<file path="config.mk">
export PLATFORM = sky130hd
export DESIGN_NAME = serial_adder_flat
export DESIGN_NICKNAME = d
export VERILOG_FILES = /design/src/rtl/serial_adder_pkg.sv /design/src/rtl/serial_adder_if.sv /design/src/rtl/serial_adder_full_beh.sv /design/src/rtl/serial_adder.sv /design/src/flat_wrapper.sv
export SDC_FILE = /design/constraint.sdc
export NUM_CORES = 1
export LEC_CHECK = 0
export CAP_MARGIN = 20
export CORE_UTILIZATION = 35
export CTS_CLUSTER_DIAMETER = 100
export DETAILED_ROUTE_END_ITERATION = 12
export SLEW_MARGIN = 20
export SYNTH_ARGS = -nofsm -noshare
export SYNTH_HDL_FRONTEND = slang
export SYNTH_SLANG_ARGS = --single-unit
</file>
<file path="constraint.sdc">
create_clock -name clk -period 3.4 [get_ports clk]
set_input_delay 0.51 -clock clk [delete_from_list [all_inputs] [get_ports clk]]
set_output_delay 0.51 -clock clk [all_outputs]
set_load 0.005 [all_outputs]
</file>
<file path="src/rtl/serial_adder_pkg.sv">
// Shared types for the bit-serial adder: FSM state encoding and default width.
package serial_adder_pkg;

  localparam int DEF_WIDTH = 8;

  typedef enum logic [1:0] {
    S_IDLE = 2'd0,
    S_RUN  = 2'd1,
    S_DONE = 2'd2
  } state_t;

endpackage

</file>
<file path="src/rtl/serial_adder_if.sv">
// Request/result bundle between a requester and the bit-serial adder.
interface serial_adder_if
  import serial_adder_pkg::*;
#(
  parameter int WIDTH = DEF_WIDTH
);
  logic             start;
  logic [WIDTH-1:0] a;
  logic [WIDTH-1:0] b;
  logic             cin;
  logic             busy;
  logic             done;
  logic [WIDTH-1:0] sum;
  logic             cout;

  modport master (output start, a, b, cin, input busy, done, sum, cout);
  modport slave  (input start, a, b, cin, output busy, done, sum, cout);
endinterface

</file>
<file path="src/rtl/serial_adder_full_beh.sv">
// Behavioural 1-bit full adder cell; port order sum, cout, a, b, cin.
module full_beh (
  output logic sum,
  output logic cout,
  input  logic a,
  input  logic b,
  input  logic cin
);
  assign sum  = a ^ b ^ cin;
  assign cout = (a & b) | (cin & (a ^ b));
endmodule

</file>
<file path="src/rtl/serial_adder.sv">
// Bit-serial WIDTH-bit adder: one full-adder cell, LSB first, carry fed back
// through a flop. Result registers hold until the next completion.
module serial_adder
  import serial_adder_pkg::*;
#(
  parameter int WIDTH = DEF_WIDTH
) (
  input  logic            clk,
  input  logic            rst_n,
  serial_adder_if.slave   bus
);
  localparam int CNT_W = $clog2(WIDTH);

  state_t             r_state, w_next;
  logic [WIDTH-1:0]   r_a_sr, r_b_sr, r_sum;
  logic [WIDTH-2:0]   r_s_sr;
  logic [CNT_W-1:0]   r_cnt;
  logic               r_carry, r_busy, r_done, r_cout;
  logic               w_sum_bit, w_cout_bit, w_last, w_accept;
  logic [WIDTH-1:0]   w_s_next;

  full_beh u_fa (
    .sum  (w_sum_bit),
    .cout (w_cout_bit),
    .a    (r_a_sr[0]),
    .b    (r_b_sr[0]),
    .cin  (r_carry)
  );

  assign w_accept = (r_state == S_IDLE) && bus.start;
  assign w_last   = (r_cnt == CNT_W'(WIDTH - 1));
  // Newest sum bit enters at the MSB; bit 0 falls out as the shift-register spill.
  assign w_s_next = {w_sum_bit, r_s_sr};

  always_ff @(posedge clk or negedge rst_n) begin
    if (!rst_n) r_state <= S_IDLE;
    else        r_state <= w_next;
  end

  always_comb begin
    w_next = r_state;
    case (r_state)
      S_IDLE:  if (bus.start) w_next = S_RUN;
      S_RUN:   if (w_last)    w_next = S_DONE;
      S_DONE:  w_next = S_IDLE;
      default: w_next = S_IDLE;
    endcase
  end

  always_ff @(posedge clk or negedge rst_n) begin
    if (!rst_n) begin
      r_a_sr  <= '0;
      r_b_sr  <= '0;
      r_s_sr  <= '0;
      r_cnt   <= '0;
      r_carry <= 1'b0;
      r_busy  <= 1'b0;
      r_done  <= 1'b0;
      r_sum   <= '0;
      r_cout  <= 1'b0;
    end else begin
      r_done <= 1'b0;
      if (w_accept) begin
        r_a_sr  <= bus.a;
        r_b_sr  <= bus.b;
        r_carry <= bus.cin;
        r_cnt   <= '0;
        r_busy  <= 1'b1;
      end else if (r_state == S_RUN) begin
        r_a_sr  <= {1'b0, r_a_sr[WIDTH-1:1]};
        r_b_sr  <= {1'b0, r_b_sr[WIDTH-1:1]};
        r_s_sr  <= w_s_next[WIDTH-1:1];
        r_carry <= w_cout_bit;
        if (w_last) begin
          r_sum  <= w_s_next;
          r_cout <= w_cout_bit;
          r_done <= 1'b1;
          r_busy <= 1'b0;
        end else begin
          r_cnt <= r_cnt + 1'b1;
        end
      end
    end
  end

  assign bus.busy = r_busy;
  assign bus.done = r_done;
  assign bus.sum  = r_sum;
  assign bus.cout = r_cout;

endmodule

</file>
<file path="src/flat_wrapper.sv">
// flat-port wrapper written by rule: the top's interface ports become plain ports
module serial_adder_flat import serial_adder_pkg::*;
#(
  parameter int WIDTH = DEF_WIDTH
)
  (clk, rst_n, bus_start, bus_a, bus_b, bus_cin, bus_busy, bus_done, bus_sum, bus_cout);
  serial_adder_if #(.WIDTH(WIDTH)) bus_i ();
  input  logic clk;
  input  logic rst_n;
  input wire logic [$bits(bus_i.start)-1:0] bus_start;
  input wire logic [$bits(bus_i.a)-1:0] bus_a;
  input wire logic [$bits(bus_i.b)-1:0] bus_b;
  input wire logic [$bits(bus_i.cin)-1:0] bus_cin;
  output wire logic [$bits(bus_i.busy)-1:0] bus_busy;
  output wire logic [$bits(bus_i.done)-1:0] bus_done;
  output wire logic [$bits(bus_i.sum)-1:0] bus_sum;
  output wire logic [$bits(bus_i.cout)-1:0] bus_cout;
  assign bus_i.start = bus_start;
  assign bus_i.a = bus_a;
  assign bus_i.b = bus_b;
  assign bus_i.cin = bus_cin;
  assign bus_busy = bus_i.busy;
  assign bus_done = bus_i.done;
  assign bus_sum = bus_i.sum;
  assign bus_cout = bus_i.cout;
  serial_adder #(.WIDTH(WIDTH)) u_core (.clk(clk), .rst_n(rst_n), .bus(bus_i));
endmodule
</file>
Word level (Yosys, flattened, before mapping):

Index checks and enable logic that the tools add are counted.

* register bits: 40
* input port bits: 20
* word-level logic and storage cells: 49

* add/subtract/negate cells: 1
* equal/unequal tests: 5
* multiplexer cells: 18
* bitwise logic cells: 6
* reductions and logical operators: 9

Operators by type and width (number)
* 8-bit two-way mux: 4
* 3-bit two-way mux: 3
* 1-bit two-way mux: 8
* 2-bit AND reduction: 4
* 2-bit two-way mux: 2
* 2-bit != test (second input constant): 2
* 2-bit one-hot mux with 2 select lines: 1
* 2-bit nonzero test: 2
* 3-bit by 1-bit adder with 3-bit output (second input constant): 1
* 3-bit equality test (second input constant): 1
* 3-bit AND reduction: 1
* 1-bit bitwise AND: 2
* 2-bit by 1-bit equality test with 1-bit output (second input constant): 1
* 2-bit logical NOT: 1
* 2-bit by 1-bit != test with 1-bit output (second input constant): 1
* 1-bit XOR: 2
* 1-bit logical AND: 1
* 1-bit NOT: 1
* 1-bit bitwise OR: 1

Longest topological paths before layout:

Gate-level depths: netlist of run 1.

* word-level depth: 5
* mapped depth: 5
* depth with buffers taken out: 5

By module:

Synthesis of run 1 repeated with hierarchy kept, for this count alone.

* cells, all modules: 168
* area, all modules: 1778.0 um^2

By module, submodules not included
* serial_adder: times used 1, cells an instance 167, area an instance 1757.9 um^2, sequential area each 1001.0 um^2
* full_beh: times used 1, cells an instance 1, area an instance 20.0 um^2, sequential area each 0.0 um^2

Least setup slack after synthesis of run 1:

OpenSTA, ideal clock, no wires.

* path kind: reg-to-reg
* from: register u_core.r_cnt[0]
* to: register u_core.r_cout (netlist: u_core.bus.cout)
* setup time: 0.125 ns
* arrival time: 1.322 ns
* required time: 3.275 ns
* setup slack: 1.953 ns
* stages on the path, launching flop included: 5
* buffers on the path: 0
* period minus slack after synthesis: 1.447 ns
* cells stage by stage: dfrtp_1 > ha_1 > ha_1 > nand2_8 > mux2_4

* cells in the longest elaborated chain, start to end: 2

Ends and longest elaborated chain
* start, declared: line serial_adder.sv:17 `logic [CNT_W-1:0] r_cnt;`
* start signal, assigned: line serial_adder.sv:80 `r_cnt <= r_cnt + 1'b1;`
* 3-bit equality test: line serial_adder.sv:31 `assign w_last = (r_cnt == CNT_W'(WIDTH - 1));`
* 3-bit AND reduction (no line)
* end signal, assigned: line serial_adder.sv:76 `r_cout <= w_cout_bit;`
* end, declared: line serial_adder.sv:18 `logic r_carry, r_busy, r_done, r_cout;`

No other way between the ends.
A chain may end at the register's enable or synchronous reset.

Worst setup path in the final report of run 1:

* from: register u_core.r_state[1]
* to: register u_core.r_cout (netlist: u_core.bus.cout)

* cells in the longest elaborated chain, start to end: 4

Ends and longest elaborated chain
* start, declared: line serial_adder.sv:14 `state_t r_state, w_next;`
* start signal, assigned: line serial_adder.sv:37 `else r_state <= w_next;`
* 2-bit logical NOT: line serial_adder.sv:30 `assign w_accept = (r_state == S_IDLE) && bus.start;`
* 1-bit logical AND: line serial_adder.sv:30
* 1-bit NOT (no line)
* 3-bit AND reduction (no line) (*)

Mark *: on every way between the ends. The rest lies on a longest branch, timed or not.

==> results of run 1 <==
[critical path, cell delays in order, from the launching register on]
cell and delay (ns):
dfrtp_1 0.88, and2b_4 0.35, nand2_8 0.15, mux2_4 0.31
[final timing paths]
kind	end	slack, ns	depth (start not counted)
setup / recovery	u_core.bus.cout	1.59	3
hold / removal	u_core.bus.sum[6]	0.35	1
setup reg to reg	u_core.bus.cout	1.59	3
hold reg to reg	u_core.bus.sum[2]	0.51	1
max in group asynchronous	u_core.bus.busy	2.51	1
min in group clk	u_core.bus.sum[2]	0.51	1
[cell usage after synthesis, types with 2 or more instances]
| master | instances | area [um2] |
|---|---|---|
| a21oi_1 | 2 | 10.0 |
| a22oi_1 | 7 | 52.6 |
| buf_2 | 3 | 15.0 |
| dfrtp_1 | 40 | 1000 |
| ha_1 | 3 | 37.5 |
| inv_1 | 2 | 7.51 |
| mux2_2 | 7 | 78.8 |
| mux2_4 | 9 | 135 |
| nand2_1 | 7 | 26.3 |
| nand3_1 | 5 | 25.0 |
| nand3b_1 | 5 | 37.5 |
| nor2_2 | 2 | 12.5 |
| nor3_1 | 2 | 10.0 |
| o21ai_0 | 4 | 20.0 |
| o22a_1 | 20 | 175 |
| o2bb2ai_1 | 3 | 26.3 |
[layer usage]
metal,global-route usage [%],vias to the layer above,routed length [um],share of wire [%]
met5,0,-,0,0
met4,5.77,0,25,0.78
met3,3.02,2,114,3.6
met2,24.0,27,1590,50
met1,16.2,594,1480,46
li1,-,557,-,-
[stage by stage]
stage / power [mW] / worst slack, ns
after floorplan: 1.40 / 1.95
after global placement: 1.62 / 1.56
after detailed placement: 1.66 / 1.53
after CTS: 2.00 / 1.58
after global routing: 2.12 / 1.50
final: 1.97 / 1.59
[kinds of logic after synthesis]
logic type               after synthesis  share of synthesized area [%]
flip-flops                            40                           56.1
AO/OA/AOI/OAI                         37                           16.5
AND/OR/NAND/NOR                       28                           9.68
multiplexers                          16                           12.0
buffers and inverters                  9                           2.52
adder cells (fa/ha/maj)                4                           3.23
[registers in the layout, summed over array words and instances (netlist names)]
name / cells
u_core.bus.cout: 1
u_core.bus.busy: 1
u_core.r_s_sr: 7
u_core.r_cnt: 3
u_core.r_state: 2
u_core.r_carry: 1
u_core.bus.done: 1
u_core.bus.sum: 8
u_core.r_a_sr: 8
u_core.r_b_sr: 8
[power by group through the flow]
stage / Combinational (mW) / Sequential, mW / Clock (mW)
floorplan: 0.576 / 0.826 / 0
global placement: 0.756 / 0.861 / 0
detailed placement: 0.785 / 0.876 / 0
CTS: 0.786 / 0.867 / 0.343
global route: 0.857 / 0.903 / 0.365
finish: 0.772 / 0.868 / 0.327
[area by class of cell]
cell class	count	share of cell area (%)
tap	67	3.77
timing repair buffer	30	13.3
sequential	40	45.0
inverter	3	0.506
clock buffer	7	4.33
multi-input combinational	85	33.2
==> out/results.tsv, run 1 <==
metric	value	unit
status	finished, final reports clean	
placed_cells	225	
critPathMaxFanout	29	
yosysUniqueCellTypes	29	
dpl_cell_area	2130	um2
final_cells	232	
path_clk_slew	0.07	ns
cp.required	3.56	ns
holdBufCountCts	0	
rsz0062_at_grt	no	
grt_antenna_before_repair	0	
peakVddDrop	0.292	mV
viasPerCell	5.09	
cts_tree	yes	
clk_path_buf_depth	2	
slew_violations	0	
vias	1180	
worst_slew_pin_slew	0.871	ns
finalSetupViolations	0	
wl_per_cell	13.8	um
grt_usage	13.7	%
cts-root-buf	clkbuf_8	
multi_input_area	738	um2
dieWidth	73.4	um
comb_power_share	39.2	%
ys.flop_type	dfrtp_1	
wl	3210	um
antenna_cells	0	
grt_pass1_vias	1191	
initial_core_util	37.0	%
dieArea	5390	um2
syn_to_final_growth	24.8	%
setup-tns-final	0	ns
fillers	479	
layout-drive-gt1-share	18.2	%
port_buffers	30	
final.min_clock_period	1.81	ns
synthCells	134	
max_freq	0.552	GHz
worstSkewPairLatency	0.28	ns
slew_headroom	41.9	%
crit_path_end_kind	flip-flop	
cts_buffers	5	
drv_cap	0	
cts_resized	0	
cp.arrival	1.98	ns
dp_hpwl	2240	um
powerDensity	884	nW/um2
ys_warn_count	0	
most-common-layout-cells	40 x dfrtp_1, 29 x clkdlybuf4s50_1, 20 x o22a_1	
hold_path.class	input pin to async pin	
nets	189	
grt_max_degree	41	
firstDrtPassIters	4	
p_leak	0.963	nW
switching_share	30.2	%
pwr-share-clk	16.6	%
critPathLaunchType	flip-flop	
fin_area	2230	um2
final_util	46.2	%
ys_seq_area_share	56.1	%
synth_fp_nets	158	
gr-total-overflow	0	
path_class	flip-flop to flip-flop	
grt_pass1_wl	5500	um
async_flop_share	100	%
crit_path_start	u_core.r_state[1]	
die_h	73.4	um
htreeDepth	2	
coreArea	4820	um2
seq_power_share	44.1	%
power_switching	0.595	mW
intPower	1.37	mW
gp_congestion	0.786	
hold_violations	0	
synth_edf_count	0	
clock_sinks	40	
rows	25	
finalClockSkew	0.00251	ns
final_common_cell	dfrtp_1	
ant_nets	0	
io_pins	31	
finalCritPeriodShare	53.3	%
ys_seq_elements	40	
post_synth.cell_area_avg	13.3	um2
r2r_start	u_core.r_state[1]	
seq_area	1000	um2
drtIter0Drc	22	
whs	0.345	ns
remaining_drc_errors	0	
postCtsSetupRepairBufs	0	
syn_area	1780	um2
No activity file was read; power rests on OpenSTA's default activity.
==> inputs of run 2 (changes only) <==
Clock period 3.4 ns to 1.8 ns, I/O delays scaled along.
==> out/results.tsv, run 2 (same netlist as run 1, synthesis figures left out) <==
metric	value	unit	change
io_pins	31		unchanged
placed_cells	227		was 225
cts_buffers	5		unchanged
dp_hpwl	2270	um	was 2240 um
grt.met2_usage	23.7	%	was 24.0%
initial_core_util	37.0	%	unchanged
met3_usage	4.25	%	was 3.02%
cp.required	1.98	ns	was 3.56 ns
most-common-layout-cells	40 x dfrtp_1, 29 x clkdlybuf4s50_1, 20 x o22a_1		unchanged
final_common_cell	dfrtp_1		unchanged
htreeDepth	2		unchanged
holdBufCountCts	0		unchanged
cts_tree	yes		unchanged
die_h	73.4	um	unchanged
r2r_start	u_core.r_cnt[0]		was u_core.r_state[1]
nets	191		was 189
crit_path_start	u_core.r_cnt[0]		was u_core.r_state[1]
whs	0.0312	ns	was 0.345 ns
r2r_setup_slack	0.21	ns	was 1.59 ns
crit_path_end_kind	flip-flop		unchanged
grt_usage	14.0	%	was 13.7%
rsz0062_at_grt	no		unchanged
clock_sinks	40		unchanged
cts_resized	0		unchanged
hold_violations	0		unchanged
max_freq	0.630	GHz	was 0.552 GHz
slew_violations	0		unchanged
dpl_cell_area	2140	um2	was 2130 um2
path_class	flip-flop to flip-flop		unchanged
cts-root-buf	clkbuf_8		unchanged
crit_chain	ha_1, ha_1, nand2_8, mux2_4		was and2b_4, nand2_8, mux2_4
antenna_cells	0		unchanged
worstSkewPairLatency	0.29	ns	was 0.28 ns
status	finished, final reports clean		unchanged
powerDensity	1640	nW/um2	was 884 nW/um2
critPathMostFrequentCell	ha_1		
critPathLaunchType	flip-flop		unchanged
drtIter0Drc	42		was 22
ant_nets	0		unchanged
wl	3310	um	was 3210 um
critPathMaxFanout	10		was 29
grt_antenna_before_repair	0		unchanged
remaining_drc_errors	0		unchanged
firstDrtPassIters	4		unchanged
postCtsSetupRepairBufs	0		unchanged
cpPeakStageDelay	0.41	ns	was 0.88 ns
total_power	3.63	mW	was 1.97 mW
rows	25		unchanged
slowest_stage	dfrtp_1		unchanged
dieWidth	73.4	um	unchanged
final_cells	232		unchanged
grt_pass1_wl	5610	um	was 5500 um
finalSetupViolations	0		unchanged
clk_path_buf_depth	2		unchanged
drv_cap	0		unchanged
worst_slew_pin_slew	0.507	ns	was 0.871 ns
peakVddDrop	0.565	mV	was 0.292 mV
finalClockSkew	0.00348	ns	was 0.00251 ns
setup-tns-final	0	ns	unchanged
layout_setup_ws	0.212	ns	was 1.59 ns
fin_area	2210	um2	was 2230 um2
grt_use_met1	16.0	%	was 16.2%
viasPerCell	5.14		was 5.09
dieArea	5390	um2	unchanged
grt_max_degree	41		unchanged
path_clk_slew	0.07	ns	about the same
layout-drive-gt1-share	18.2	%	unchanged
final_util	45.9	%	was 46.2%
coreArea	4820	um2	unchanged
port_buffers	30		unchanged
gp_congestion	0.768		was 0.786
p_leak	0.959	nW	was 0.963 nW
pre_cts_ws	0.168	ns	was 1.53 ns
slew_headroom	66.2	%	was 41.9%
syn_to_final_growth	24.1	%	was 24.8%
busiest_layer	met2		unchanged
finalCritPeriodShare	88.2	%	was 53.3%
hold_path.class	input pin to async pin		unchanged
vias	1192		was 1,180
wl_per_cell	14.3	um	was 13.8 um
cp.arrival	1.76	ns	was 1.98 ns
final.min_clock_period	1.59	ns	was 1.81 ns
gr-total-overflow	0		unchanged
grt_pass1_vias	1245		was 1,191
[run 2: cell type report]
class                      instances  area (um2)
fill                             454        2600
sequential                        40        1000
multi-input combinational         85         738
timing repair buffer              32         310
tap                               67        83.8
clock buffer                       5        68.8
inverter                           3        11.3
[run 2: worst max-delay path: cells and delay by family, from the launching register on]
kind,cells,cell delay (ns)
fa+ha+maj,2,0.59
flops,1,0.41
mux,1,0.32
simple gates,1,0.15
[run 2: per-layer routing]
| metal | wire [um] | vias up | part of all wire (%) |
|---|---|---|---|
| met4 | 82 | 0 | 2.5 |
| met2 | 1610 | 37 | 49 |
| met5 | 0 | - | 0 |
| li1 | - | 564 | - |
| met3 | 152 | 7 | 4.6 |
| met1 | 1460 | 584 | 44 |
[run 2: final timing paths]
| kind | to | cells after the start |
|---|---|---|
| worst min-delay path | u_core.r_s_sr[6] | 2 |
| worst min register to register | u_core.bus.sum[2] | 1 |
| worst max-delay path | u_core.bus.cout | 4 |
| worst max register to register | u_core.bus.cout | 4 |
| min in group clk | u_core.bus.sum[2] | 1 |
| max in group asynchronous | u_core.r_b_sr[2] | 2 |
[run 2: where the power goes]
group	switching, mW	internal, mW	total [mW]
logic	0.577	0.936	1.51
registers	0.275	1.32	1.60
clock network	0.272	0.249	0.522
